`src/rtl/note_mixer_pkg.sv`:
```
// Shared constants, state encoding and helpers for the note_mixer tone generator.
// NOTE_MIXER_C5_EN selects 13 voices (C4..C5); otherwise C5 is left out and 12 voices play.
package note_mixer_pkg;

  localparam int NUM_NOTES = 13;
  localparam int ACC_W     = 24;
  localparam int SUM_W     = 20;
  localparam int IDX_W     = 4;

  localparam logic signed [15:0]      AMPLITUDE = 16'sd2000;
  localparam logic signed [SUM_W-1:0] AMP_SUM   = 20'sd2000;
  localparam logic signed [SUM_W-1:0] SAT_MAX   = 20'sd32767;
  localparam logic signed [SUM_W-1:0] SAT_MIN   = -20'sd32768;

`ifdef NOTE_MIXER_C5_EN
  localparam int ACTIVE_NOTES = 13;
`else
  localparam int ACTIVE_NOTES = 12;
`endif

  localparam logic [IDX_W-1:0] LAST_VOICE    = IDX_W'(ACTIVE_NOTES - 1);
  localparam logic [IDX_W-1:0] NUM_NOTES_IDX = IDX_W'(NUM_NOTES);

  typedef enum logic [1:0] {
    IDLE,
    ACCUM,
    DONE
  } state_e;

  // Per-note phase step for a 48 kHz frame rate, index 0 = C4 .. 12 = C5.
  function automatic logic [ACC_W-1:0] phaseInc(input logic [IDX_W-1:0] idx);
    case (idx)
      4'd0:    return 24'd91446;
      4'd1:    return 24'd96882;
      4'd2:    return 24'd102643;
      4'd3:    return 24'd108747;
      4'd4:    return 24'd115213;
      4'd5:    return 24'd122064;
      4'd6:    return 24'd129322;
      4'd7:    return 24'd137012;
      4'd8:    return 24'd145160;
      4'd9:    return 24'd153791;
      4'd10:   return 24'd162936;
      4'd11:   return 24'd172625;
      4'd12:   return 24'd182892;
      default: return '0;
    endcase
  endfunction

  function automatic logic signed [15:0] saturate(input logic signed [SUM_W-1:0] s);
    if (s > SAT_MAX)
      return 16'sh7FFF;
    else if (s < SAT_MIN)
      return 16'sh8000;
    else
      return s[15:0];
  endfunction

endpackage

```
`src/rtl/note_phase_regs.sv`:
```
// Phase accumulator register file: one combinational read and one synchronous
// write port sharing the voice index, cleared as a whole on reset.
module note_phase_regs
  import note_mixer_pkg::*;
(
  input  logic             clk_i,
  input  logic             rst_i,
  input  logic [IDX_W-1:0] idx_i,
  input  logic             we_i,
  input  logic [ACC_W-1:0] wdata_i,
  output logic [ACC_W-1:0] rdata_o
);

  logic [ACC_W-1:0] mem_q [NUM_NOTES];

  always_ff @(posedge clk_i or posedge rst_i) begin
    if (rst_i) begin
      for (int i = 0; i < NUM_NOTES; i++) mem_q[i] <= '0;
    end else if (we_i && (idx_i < NUM_NOTES_IDX)) begin
      mem_q[idx_i] <= wdata_i;
    end
  end

  assign rdata_o = (idx_i < NUM_NOTES_IDX) ? mem_q[idx_i] : '0;

endmodule

```
`src/rtl/note_mixer.sv`:
```
// Serial polyphonic square-wave mixer: one voice per clock over a shared adder.
// Define NOTE_MIXER_C5_EN to include C5 (note_en[12]) as a 13th voice.
module note_mixer
  import note_mixer_pkg::*;
(
  input  logic                 CLK_50MHz,
  input  logic                 reset,
  input  logic [NUM_NOTES-1:0] note_en,
  input  logic                 sample_req,
  output logic signed [15:0]   sample_out,
  output logic                 sample_valid,
  output logic                 busy
);

  state_e                  state_q, state_d;
  logic [IDX_W-1:0]        v_q, v_d;
  logic [NUM_NOTES-1:0]    enSnap_q, enSnap_d;
  logic signed [SUM_W-1:0] sum_q, sum_d;
  logic signed [15:0]      sampleOut_q, sampleOut_d;
  logic                    sampleValid_q, sampleValid_d;
  logic                    phaseWe;
  logic [ACC_W-1:0]        phaseRd, phaseWr;

  note_phase_regs uPhase (
    .clk_i   (CLK_50MHz),
    .rst_i   (reset),
    .idx_i   (v_q),
    .we_i    (phaseWe),
    .wdata_i (phaseWr),
    .rdata_o (phaseRd)
  );

  always_ff @(posedge CLK_50MHz or posedge reset) begin
    if (reset) begin
      state_q       <= IDLE;
      v_q           <= '0;
      enSnap_q      <= '0;
      sum_q         <= '0;
      sampleOut_q   <= '0;
      sampleValid_q <= 1'b0;
    end else begin
      state_q       <= state_d;
      v_q           <= v_d;
      enSnap_q      <= enSnap_d;
      sum_q         <= sum_d;
      sampleOut_q   <= sampleOut_d;
      sampleValid_q <= sampleValid_d;
    end
  end

  // Requests arriving outside IDLE are simply not looked at, so they drop.
  always_comb begin
    state_d       = state_q;
    v_d           = v_q;
    enSnap_d      = enSnap_q;
    sum_d         = sum_q;
    sampleOut_d   = sampleOut_q;
    sampleValid_d = 1'b0;
    phaseWe       = 1'b0;
    phaseWr       = '0;
    case (state_q)
      IDLE: begin
        if (sample_req) begin
          enSnap_d = note_en;
          sum_d    = '0;
          v_d      = '0;
          state_d  = ACCUM;
        end
      end
      ACCUM: begin
        phaseWe = 1'b1;
        if (enSnap_q[v_q]) begin
          phaseWr = phaseRd + phaseInc(v_q);
          sum_d   = sum_q + (phaseRd[ACC_W-1] ? -AMP_SUM : AMP_SUM);
        end
        if (v_q == LAST_VOICE) begin
          state_d = DONE;
        end else begin
          v_d = v_q + 1'b1;
        end
      end
      DONE: begin
        sampleOut_d   = saturate(sum_q);
        sampleValid_d = 1'b1;
        state_d       = IDLE;
      end
      default: state_d = IDLE;
    endcase
  end

  assign sample_out   = sampleOut_q;
  assign sample_valid = sampleValid_q;
  assign busy         = (state_q != IDLE);

endmodule

```
`config.mk`:
```
export PLATFORM = sky130hd
export DESIGN_NAME = note_mixer
export DESIGN_NICKNAME = d
export VERILOG_FILES = /design/src/rtl/note_mixer_pkg.sv /design/src/rtl/note_phase_regs.sv /design/src/rtl/note_mixer.sv
export SDC_FILE = /design/constraint.sdc
export NUM_CORES = 1
export LEC_CHECK = 0
export CAP_MARGIN = 20
export CORE_ASPECT_RATIO = 0.7
export CORE_MARGIN = 1.5
export CORE_UTILIZATION = 58
export CTS_BUF_LIST = sky130_fd_sc_hd__clkbuf_8 sky130_fd_sc_hd__clkbuf_16
export DETAILED_ROUTE_END_ITERATION = 8
export DONT_BUFFER_PORTS = 1
export GPL_TIMING_DRIVEN = 0
export MAX_ROUTING_LAYER = met4
export PLACE_DENSITY = 0.75
export SKIP_LAST_GASP = 1
export SLEW_MARGIN = 25
export SYNTH_ARGS = -nofsm -noshare
export SYNTH_HDL_FRONTEND = slang
export SYNTH_SLANG_ARGS = --single-unit
export TNS_END_PERCENT = 50
```
`constraint.sdc`:
```
create_clock -name CLK_50MHz -period 10.6 [get_ports CLK_50MHz]
set_input_delay 1.06 -clock CLK_50MHz [delete_from_list [all_inputs] [get_ports CLK_50MHz]]
set_output_delay 1.06 -clock CLK_50MHz [all_outputs]
set_load 0.02 [all_outputs]
```
==> impl_metrics.toml <==
[status]
status = "complete, no violations"

[die]
dieWidth_um = 214
coreArea_um2 = 30200
die_y_um = 150
num_rows = 53
ios = 34
dieArea_um2 = 32100
start_util_pct = 59.5

[sta]
finalCritPeriodShare_pct = 74.1
tns_ps = 0
fin_ws_ps = 2740
rsz0062_at_grt = "false"
slew_headroom_pct = 40.6
skew_ps = 29.9
tightest_slew_ps = 891
hold_viol_final = 0
max_freq_mhz = 127
drv_slew = 0
fin_crit_ps = 7860
setup_viol = 0

[grt]
grt_pass1_vias = 14231
grt_max_degree = 34
grt_usage_pct = 36.2
grt_antenna_before_repair = 0
grt-ovfl-total = 0
grt_pass1_wl_um = 84600

[routing]
drt_first_pass_iters = 7
wirelength_um = 54000
vias = 14737
via_per_inst = 6.44
wl_per_cell_um = 23.6
drc = 0
ant_nets = 0
drtIter0Drc = 1538

[placed_design]
port_buffers = 0
dp_hpwl_um = 38700
dp_slack_ps = 2960
gp_congestion = 1.04

[critical_path]
required_ps = 11000
startpoint_type = "flop"
arrival_ps = 8250
criticalPathCategory = "flop to flop"
path_max_fanout = 10
end_kind = "flop"

[clocking]
cts_hold_buf = 0
cts_buffer_depth = 3
post-cts-setup-buffers = 0
clock-sinks = 361
cts-root-buf = "clkbuf_16"
ctsResizeCount = 0
cts_made_buffers = 36
clk_pin_slew_ps = 60
clk_latency_ps = 560
cts.htree.levels = 2
cts_tree = "done"

[synthesis]
synth_ff_type = "dfrtp_1"
synth_top_area_share_pct = 50.2
yosys_warnings = 0
synth.avg_cell_area_um2 = 9.98
yosys.area.top_type = "dfrtp_1"
synth_nets = 1860
ys_seq_elements = 361
synth_area_leaders = "dfrtp_1 (50%), o21ai_0 (8.8%), nand2_1 (7.2%)"
synth_edf_count = 0
ys_seq_area_share_pct = 50.2
synthesis.area_um2 = 18000
yosys.cell_types.count = 64
async_flop_share_pct = 100
synth_cells = 1802

[layout]
fill_cells = 2364
final_nets = 1910
syn2layout_area_growth_pct = 11.6
layout_common_cells = "dfrtp_1 (361), nand2_1 (345), o21ai_0 (317)"
layout_commonest_cell = "dfrtp_1"
drive_above_1_share_pct = 11.9
diodes = 0
final_util_pct = 66.4

[run]
drv_cap = 0

[min_path]
hold_path_class = "primary input to asynchronous set/reset pin"
[through the flow]
step / cell area, um^2 / instances / hold slack [ps]
2_1_floorplan: 18000 / 1802 / 443
3_3_place_gp: 18500 / 2214 / 455
3_5_place_dp: 18800 / 2226 / 462
4_1_cts: 20100 / 2290 / 434
5_1_grt: 20100 / 2290 / 463
6_report: 20100 / 2290 / 429
[metal layers]
layer  vias to the layer above  track usage [%]  routed length [um]
met3                       101             11.0                6510
met4                         0             9.33                1360
li1                       6457                -                   -
met1                      7385             52.6               23200
met2                       794             49.3               22800
met5                         -                -                   0
[final timing paths]
kind                                    from                 to  slack (ps)  cells after the start
max in group asynchronous              reset      sample_out[4]        8920                      5
hold / removal                         reset  uPhase.mem_q[199]         430                      1
setup reg to reg                      v_q[1]  uPhase.mem_q[162]        2740                     23
min in group CLK_50MHz     uPhase.mem_q[206]  uPhase.mem_q[206]         480                      2
setup / recovery                      v_q[1]  uPhase.mem_q[162]        2740                     23
hold reg to reg            uPhase.mem_q[206]  uPhase.mem_q[206]         480                      2
[Yosys cell counts (14+ instances only)]
library cell and count:
dfrtp_1 361, nand2_1 345, o21ai_0 317, clkbuf_1 115, nor2_1 106, mux2_2 56
a21oi_1 53, mux2i_1 50, mux4_2 48, ha_1 40, o31ai_1 34, nand3_1 28
inv_1 22, o2111a_1 20, o21ai_1 14
[critical path, stage by stage (launching register included)]
cell	delay, ps
dfrtp_1	560
buf_6	210
buf_6	200
buf_6	210
buf_2	440
buf_2	440
buf_2	390
inv_1	230
ha_1	230
inv_1	220
nand3_1	270
clkbuf_1	390
o2111a_1	290
ha_1	270
fa_1	450
a211oi_1	320
o21ai_1	150
a21oi_1	320
o21ai_1	240
a311oi_1	630
o22ai_1	160
mux2i_1	400
clkbuf_1	430
o21ai_0	210
[sequential cells by signal (all words and copies together) (netlist names)]
signal and cells:
sample_valid 1, v_q 4, sum_q 16, enSnap_q 13, uPhase.mem_q 312, state_q 2
sample_out 13
[final cells by class]
cell class	count	area, um^2	share of cell area [%]
flip-flops and latches	361	9030	45.0
multi-input cells	1270	8240	41.0
clock buffers	41	981	4.89
plain buffers	149	634	3.16
well taps	412	515	2.57
clock inverters	23	337	1.68
repair buffers	12	248	1.23
inverters	22	86.3	0.430
[cells by family (layout without fill, tap and decap cells)]
group | after synthesis | count (layout) | share of synthesized area [%]
DFF | 361 | 361 | 50.2
and+or+nand+nor | 529 | 529 | 12.0
AOI/OAI and AO/OA | 516 | 516 | 17.0
buffers and inverters | 171 | 247 | 3.99
muxes | 157 | 157 | 12.5
adders and majority gates | 42 | 42 | 3.00
xor gates and xnor gates | 26 | 26 | 1.27
Power is left out: the tool's default activity adds up to more than one toggle a clock period on the data nets, which glitch-free logic cannot reach.
